## config.mk

```make
export PLATFORM = sky130hd
export DESIGN_NAME = ihadamard4x4_stream_flat
export DESIGN_NICKNAME = d
export VERILOG_FILES = /design/src/rtl/ihadamard4x4_stream_if.sv /design/src/rtl/ihadamard4x4_stream.sv /design/src/flat_wrapper.sv
export SDC_FILE = /design/constraint.sdc
export NUM_CORES = 2
export LEC_CHECK = 0
export CORE_ASPECT_RATIO = 0.7
export CORE_MARGIN = 3
export CORE_UTILIZATION = 30
export DETAILED_ROUTE_END_ITERATION = 10
export SLEW_MARGIN = 15
export SYNTH_ARGS = -nofsm -noshare
export SYNTH_HDL_FRONTEND = slang
export SYNTH_SLANG_ARGS = --single-unit
```

## constraint.sdc

```tcl
create_clock -name clk -period 18.6 [get_ports clk]
set_input_delay 1.86 -clock clk [delete_from_list [all_inputs] [get_ports clk]]
set_output_delay 1.86 -clock clk [all_outputs]
set_load 0.02 [all_outputs]
```

## src/rtl/ihadamard4x4_stream_if.sv

```systemverilog
// rtl/ihadamard4x4_stream_if.sv - row-stream handshake bundle for the 4x4 inverse Hadamard
// Coefficient rows flow in, residual rows flow out; DUT side is the slave modport.
interface ihadamard4x4_stream_if #(
  parameter int IN_W  = 14,
  parameter int OUT_W = 9
);
  logic                 in_valid;
  logic                 in_ready;
  logic [4*IN_W-1:0]    in_row;
  logic                 out_valid;
  logic                 out_ready;
  logic [4*OUT_W-1:0]   out_row;
  logic                 out_first;
  logic                 out_last;

  modport master (
    output in_valid, in_row, out_ready,
    input  in_ready, out_valid, out_row, out_first, out_last
  );

  modport slave (
    input  in_valid, in_row, out_ready,
    output in_ready, out_valid, out_row, out_first, out_last
  );
endinterface

```

## src/rtl/ihadamard4x4_stream.sv

```systemverilog
// rtl/ihadamard4x4_stream.sv - streaming 4x4 inverse Hadamard, row then column butterfly, /16 rounding
// Double-banked load/drain; define IHAD_SAT_EN to clip results instead of wrapping to OUT_W bits.
module ihadamard4x4_stream #(
  parameter int IN_W  = 14,
  parameter int OUT_W = 9
) (
  input logic                  clk,
  input logic                  rst,
  ihadamard4x4_stream_if.slave s
);
  localparam int RW = IN_W + 2;
  localparam int CW = IN_W + 4;
`ifdef IHAD_SAT_EN
  localparam logic signed [CW:0] MAX_R = (CW+1)'(2**(OUT_W-1) - 1);
  localparam logic signed [CW:0] MIN_R = -(CW+1)'(2**(OUT_W-1));
`endif

  typedef enum logic {LD_LOAD, LD_FULL} ld_state_t;
  typedef enum logic {OUT_EMPTY, OUT_EMIT} out_state_t;

  function automatic logic signed [CW-1:0] bfly(input logic signed [CW-1:0] a, b, c, d,
                                                input int k);
    logic signed [CW-1:0] s0, s1, d0, d1;
    s0 = a + d;
    s1 = b + c;
    d0 = a - d;
    d1 = b - c;
    case (k)
      0:       bfly = s0 + s1;
      1:       bfly = d1 + d0;
      2:       bfly = s0 - s1;
      default: bfly = d0 - d1;
    endcase
  endfunction

  function automatic logic signed [OUT_W-1:0] rnd(input logic signed [CW-1:0] v);
    logic signed [CW:0] t;
    t = ((CW+1)'(v) + (CW+1)'(8)) >>> 4;
`ifdef IHAD_SAT_EN
    if (t > MAX_R)      rnd = OUT_W'(MAX_R);
    else if (t < MIN_R) rnd = OUT_W'(MIN_R);
    else                rnd = OUT_W'(t);
`else
    rnd = OUT_W'(t);
`endif
  endfunction

  ld_state_t              r_ld_state, w_ld_next;
  out_state_t             r_out_state, w_out_next;
  logic [1:0]             r_ld_cnt, r_out_cnt;
  logic signed [RW-1:0]   r_ld_bank  [4][4];
  logic signed [OUT_W-1:0] r_out_bank [4][4];
  logic signed [IN_W-1:0] w_x   [4];
  logic signed [RW-1:0]   w_row [4];
  logic signed [OUT_W-1:0] w_res [4][4];
  logic                   w_in_fire, w_out_fire, w_xfer;

  always_comb begin
    for (int k = 0; k < 4; k++) begin
      w_x[k]   = $signed(s.in_row[k*IN_W +: IN_W]);
    end
    for (int k = 0; k < 4; k++) begin
      w_row[k] = RW'(bfly(CW'(w_x[0]), CW'(w_x[1]), CW'(w_x[2]), CW'(w_x[3]), k));
    end
  end

  // Column butterfly reads the full load bank; r indexes output row, k the column.
  always_comb begin
    for (int r = 0; r < 4; r++) begin
      for (int k = 0; k < 4; k++) begin
        w_res[r][k] = rnd(bfly(CW'(r_ld_bank[0][k]), CW'(r_ld_bank[1][k]),
                               CW'(r_ld_bank[2][k]), CW'(r_ld_bank[3][k]), r));
      end
    end
  end

  assign w_in_fire  = s.in_valid && (r_ld_state == LD_LOAD);
  assign w_out_fire = s.out_ready && (r_out_state == OUT_EMIT);
  // The output bank is free when empty or when its last row leaves this very cycle.
  assign w_xfer     = (r_ld_state == LD_FULL) &&
                      ((r_out_state == OUT_EMPTY) || (w_out_fire && r_out_cnt == 2'd3));

  always_comb begin
    w_ld_next  = r_ld_state;
    w_out_next = r_out_state;
    case (r_ld_state)
      LD_LOAD: if (w_in_fire && r_ld_cnt == 2'd3) w_ld_next = LD_FULL;
      default: if (w_xfer) w_ld_next = LD_LOAD;
    endcase
    case (r_out_state)
      OUT_EMPTY: if (w_xfer) w_out_next = OUT_EMIT;
      default:   if (w_out_fire && r_out_cnt == 2'd3) w_out_next = w_xfer ? OUT_EMIT : OUT_EMPTY;
    endcase
    s.in_ready  = (r_ld_state == LD_LOAD);
    s.out_valid = (r_out_state == OUT_EMIT);
    s.out_first = (r_out_state == OUT_EMIT) && (r_out_cnt == 2'd0);
    s.out_last  = (r_out_state == OUT_EMIT) && (r_out_cnt == 2'd3);
    s.out_row   = '0;
    if (r_out_state == OUT_EMIT) begin
      for (int k = 0; k < 4; k++) begin
        s.out_row[k*OUT_W +: OUT_W] = r_out_bank[r_out_cnt][k];
      end
    end
  end

  always_ff @(posedge clk or posedge rst) begin
    if (rst) begin
      r_ld_state  <= LD_LOAD;
      r_out_state <= OUT_EMPTY;
      r_ld_cnt    <= 2'd0;
      r_out_cnt   <= 2'd0;
      for (int r = 0; r < 4; r++) begin
        for (int k = 0; k < 4; k++) begin
          r_ld_bank[r][k]  <= '0;
          r_out_bank[r][k] <= '0;
        end
      end
    end else begin
      r_ld_state  <= w_ld_next;
      r_out_state <= w_out_next;
      if (w_xfer)         r_ld_cnt <= 2'd0;
      else if (w_in_fire) r_ld_cnt <= r_ld_cnt + 2'd1;
      if (w_out_fire)     r_out_cnt <= r_out_cnt + 2'd1;
      if (w_in_fire) begin
        for (int k = 0; k < 4; k++) r_ld_bank[r_ld_cnt][k] <= w_row[k];
      end
      if (w_xfer) r_out_bank <= w_res;
    end
  end
endmodule

```

## src/flat_wrapper.sv

```systemverilog
// flat-port wrapper written by rule: the top's interface ports become plain ports
module ihadamard4x4_stream_flat 
#(
  parameter int IN_W  = 14,
  parameter int OUT_W = 9
)
  (clk, rst, s_in_valid, s_in_row, s_out_ready, s_in_ready, s_out_valid, s_out_row, s_out_first, s_out_last);
  ihadamard4x4_stream_if #(.IN_W(IN_W), .OUT_W(OUT_W)) s_i ();
  input logic clk;
  input logic rst;
  input wire logic [$bits(s_i.in_valid)-1:0] s_in_valid;
  input wire logic [$bits(s_i.in_row)-1:0] s_in_row;
  input wire logic [$bits(s_i.out_ready)-1:0] s_out_ready;
  output wire logic [$bits(s_i.in_ready)-1:0] s_in_ready;
  output wire logic [$bits(s_i.out_valid)-1:0] s_out_valid;
  output wire logic [$bits(s_i.out_row)-1:0] s_out_row;
  output wire logic [$bits(s_i.out_first)-1:0] s_out_first;
  output wire logic [$bits(s_i.out_last)-1:0] s_out_last;
  assign s_i.in_valid = s_in_valid;
  assign s_i.in_row = s_in_row;
  assign s_i.out_ready = s_out_ready;
  assign s_in_ready = s_i.in_ready;
  assign s_out_valid = s_i.out_valid;
  assign s_out_row = s_i.out_row;
  assign s_out_first = s_i.out_first;
  assign s_out_last = s_i.out_last;
  ihadamard4x4_stream #(.IN_W(IN_W), .OUT_W(OUT_W)) u_core (.clk(clk), .rst(rst), .s(s_i));
endmodule
```

==> results by group <==
Route
  – WL/cell: 15.4 µm
  – Remaining antenna violation count: 0
  – Starting DRT DRC Count: 1841
  – Drt drc: 0
  – Top Layer Used: met5
  – DR vias/cell: 4.71
  – Pre-antenna DRT Iters: 5
  – Metal-1 WL: 49700 µm
  – Total wire length: 85300 µm
  – Met3 WL: 3950 µm
  – Via count: 26100
  – Met2 wire length: 30600 µm

Placed design
  – DP HPWL: 69200 µm
  – Gp weighted congestion: 0.869
  – IO Port Bufs: 95
  – Setup Slack @ Placement: 11.92 ns

Setup path
  – Startpoint types: input port
  – Critical Path End Type: flop
  – Crit-path cells: clkdlybuf4s50_1 > inv_1 > ha_1 > fa_1 > nand2b_1 > a21oi_1 > o21ai_0 > a211oi_1 > o21ai_0 > nand2b_1 > xnor2_1 > ha_1 > inv_1 > o41ai_1 > o41ai_1 > xnor2_1 > o21ai_0
  – Largest stage delay, worst path: 0.81 ns
  – CP Class: in2reg
  – Critical path peak fanout: 8
  – Buf/Inv on CP: 3
  – Crit path top cell by count: o21ai_0
  – Delay-heaviest family, CP: compound AO/OA/AOI/OAI gates
  – Worst path required time: 19.03 ns
  – CP max-delay cell: xnor2_1
  – Crit path DAT: 6.55 ns

Cells and area
  – Layout cells sized above 1: 4.55%
  – Fillers: 11800
  – Total Nets Final: 4698
  – Area Growth Syn to Fin: 11.5%

Logic synthesis
  – Mapped Cells: 3975
  – Post-synthesis area per instance: 8.62 µm²
  – Area of the mapped netlist: 0.0343 mm²
  – Post-synth top flop: dfrtp_1
  – YS warnings: 0
  – Seq/Total Area, Yosys: 25.9%
  – Synthesized flop and latch total: 354
  – Largest cells by area after synthesis: dfrtp_1, ha_1, xnor2_1, o21ai_0, inv_1
  – Share of flip-flops with an asynchronous set or reset: 100%
  – Yosys top cell area share: 25.9%
  – Synth cell count leaders: ha_1, inv_1, nand2_1, o21ai_0, dfrtp_1
  – Synth area leader: dfrtp_1
  – Count leader, synth: ha_1
  – Syn Nets: 4685
  – Post-synth EDFFs: 0
  – Synth cell types: 71

Timing
  – FMAX: 163 MHz
  – Pins Over Slew Limit: 0
  – Hold Vio Cnt, Final: 0
  – Tcrit/Tclk final: 32.9%
  – Setup TNS: 0 ns
  – Worst-Margin Slew: 1.20 ns
  – Minimum clock period: 6.13 ns
  – RSZ-0062 raised after global routing: no
  – Skew final: 0.0232 ns
  – Final WS setup: 12.47 ns
  – Max-slew headroom: 19.7%
  – Setup Viol. Count Final: 0

Clock network
  – Hold Buf Count CTS: 0
  – Htree depth: 2
  – Clock Latency Late Sink: 0.59 ns
  – Max clock buf depth: 3
  – Clock transition at path regs: 0.06 ns
  – TritonCTS Sinks: 354
  – Post-cts resize count: 0
  – Post-CTS Repair Setup Buffers: 0
  – TritonCTS clock tree: done
  – CTS Buf Count: 41
  – CTS Root Cell: clkbuf_16

Floorplan
  – Die X: 410 µm
  – Core Area: 0.113 mm²
  – # IOs: 100
  – Starting Density: 30.3%
  – Die outline area: 0.118 mm²
  – Die Height: 289 µm
  – Row cnt: 103

Global route
  – Global-route wire length before repair: 137000 µm
  – Grt total ovfl: 0
  – Largest net degree at the start of global routing: 111
  – Number of global-route vias before repair: 24600
  – Initial antenna violation count: 5
  – GRT Resource Usage Total: 14.3%

Worst hold path
  – HP Class: reg2reg

Status
  – Outcome: finished, final reports clean

Flow run
  – Max Cap Viol: 0
==> routing by layer <==
layer / global-route usage, % / up-vias
met5: 0 / -
met2: 18.5 / 441
li1: - / 13400
met3: 2.11 / 64
met1: 24.2 / 12200
met4: 2.42 / 2
==> worst register-to-register path, stage by stage (launching register included) <==
cell and delay, ns:
dfrtp_1 0.47, inv_1 0.07, ha_1 0.30, nand2b_1 0.14, a21oi_1 0.21, o21ai_0 0.12, a21oi_1 0.18, nor2_1 0.09
o21ba_2 0.22, o41ai_1 0.62, nor2_1 0.11, xor2_1 0.24, ha_1 0.30, ha_1 0.23, or3_1 0.33, o21ai_0 0.07
a21oi_1 0.09, a21o_1 0.25, a21oi_1 0.20, xnor3_1 0.32, mux2_2 0.26
==> worst paths after layout <==
path | startpoint | to | slack (ns) | cells past startpoint
setup / recovery | s_in_row[0] | u_core.r_ld_bank[171] | 12.47 | 17
hold / removal | u_core.r_out_bank[3] | u_core.r_out_bank[3] | 0.47 | 2
setup reg to reg | u_core.r_ld_bank[17] | u_core.r_out_bank[53] | 13.65 | 20
hold reg to reg | u_core.r_out_bank[3] | u_core.r_out_bank[3] | 0.47 | 2
max in group asynchronous | rst | u_core.r_ld_bank[139] | 14.01 | 5
min in group asynchronous | rst | u_core.r_out_bank[28] | 1.76 | 2
==> layout make-up <==
cell class / count / area [µm²] / share of cell area [%]
multi-input cells: 3001 / 23100 / 60.5
clock buffers: 57 / 1170 / 3.06
clock inverters: 18 / 274 / 0.718
diodes: 1 / 2.50 / 0.00655
repair buffers: 110 / 1060 / 2.78
inverters: 480 / 1810 / 4.74
flip-flops and latches: 354 / 8860 / 23.2
well taps: 1522 / 1900 / 4.99
==> stage by stage <==
step | area (µm²) | util, % | hold slack [ns] | cells
CTS | 38200 | 33.8 | 0.479 | 5542
global route | 38200 | 33.8 | 0.499 | 5542
detailed placement | 36700 | 32.5 | 0.466 | 5467
floorplan | 34300 | - | 0.439 | 3975
global placement | 36700 | 32.5 | 0.458 | 5467
finish | 38200 | 33.8 | 0.475 | 5543
==> cells by family after synthesis <==
logic type	after synthesis	share of synthesized area, %
AOI/OAI and AO/OA	940	16.5
and+or+nand+nor	936	12.3
adders and majority gates	650	24.3
buffers and inverters	620	6.81
xor gates and xnor gates	419	11.3
DFF	354	25.9
muxes	56	3.03
==> cell usage in the layout, fill, tap and decap left out, types with 24 or more instances in the layout <==
| master | synthesis | final |
|---|---|---|
| ha_1 | 626 | 626 |
| inv_1 | 480 | 479 |
| nand2_1 | 432 | 428 |
| o21ai_0 | 412 | 412 |
| dfrtp_1 | 354 | 352 |
| xnor2_1 | 293 | 293 |
| a21oi_1 | 218 | 218 |
| nor2_1 | 190 | 190 |
| xor2_1 | 111 | 111 |
| clkdlybuf4s50_1 | 0 | 95 |
| nor3_1 | 74 | 74 |
| o21bai_1 | 61 | 61 |
| a21o_1 | 57 | 57 |
| nand2b_1 | 56 | 55 |
| and2_1 | 48 | 48 |
| clkbuf_16 | 0 | 42 |
| mux4_2 | 36 | 36 |
| nor2b_1 | 33 | 33 |
| nand3_1 | 32 | 32 |
| a31oi_1 | 29 | 29 |
| fa_1 | 24 | 24 |
==> sequential cells by signal, summed over array words and instances (netlist names) <==
| register | count |
|---|---|
| u_core.r_ld_bank | 204 |
| u_core.r_out_bank | 144 |
| u_core.r_ld_cnt | 2 |
| u_core.r_out_cnt | 2 |
| u_core.r_ld_state | 1 |
| u_core.s.out_valid | 1 |
Power is not shown: default switching activity piles up to over one toggle a cycle in this logic, so the estimate is an artifact.
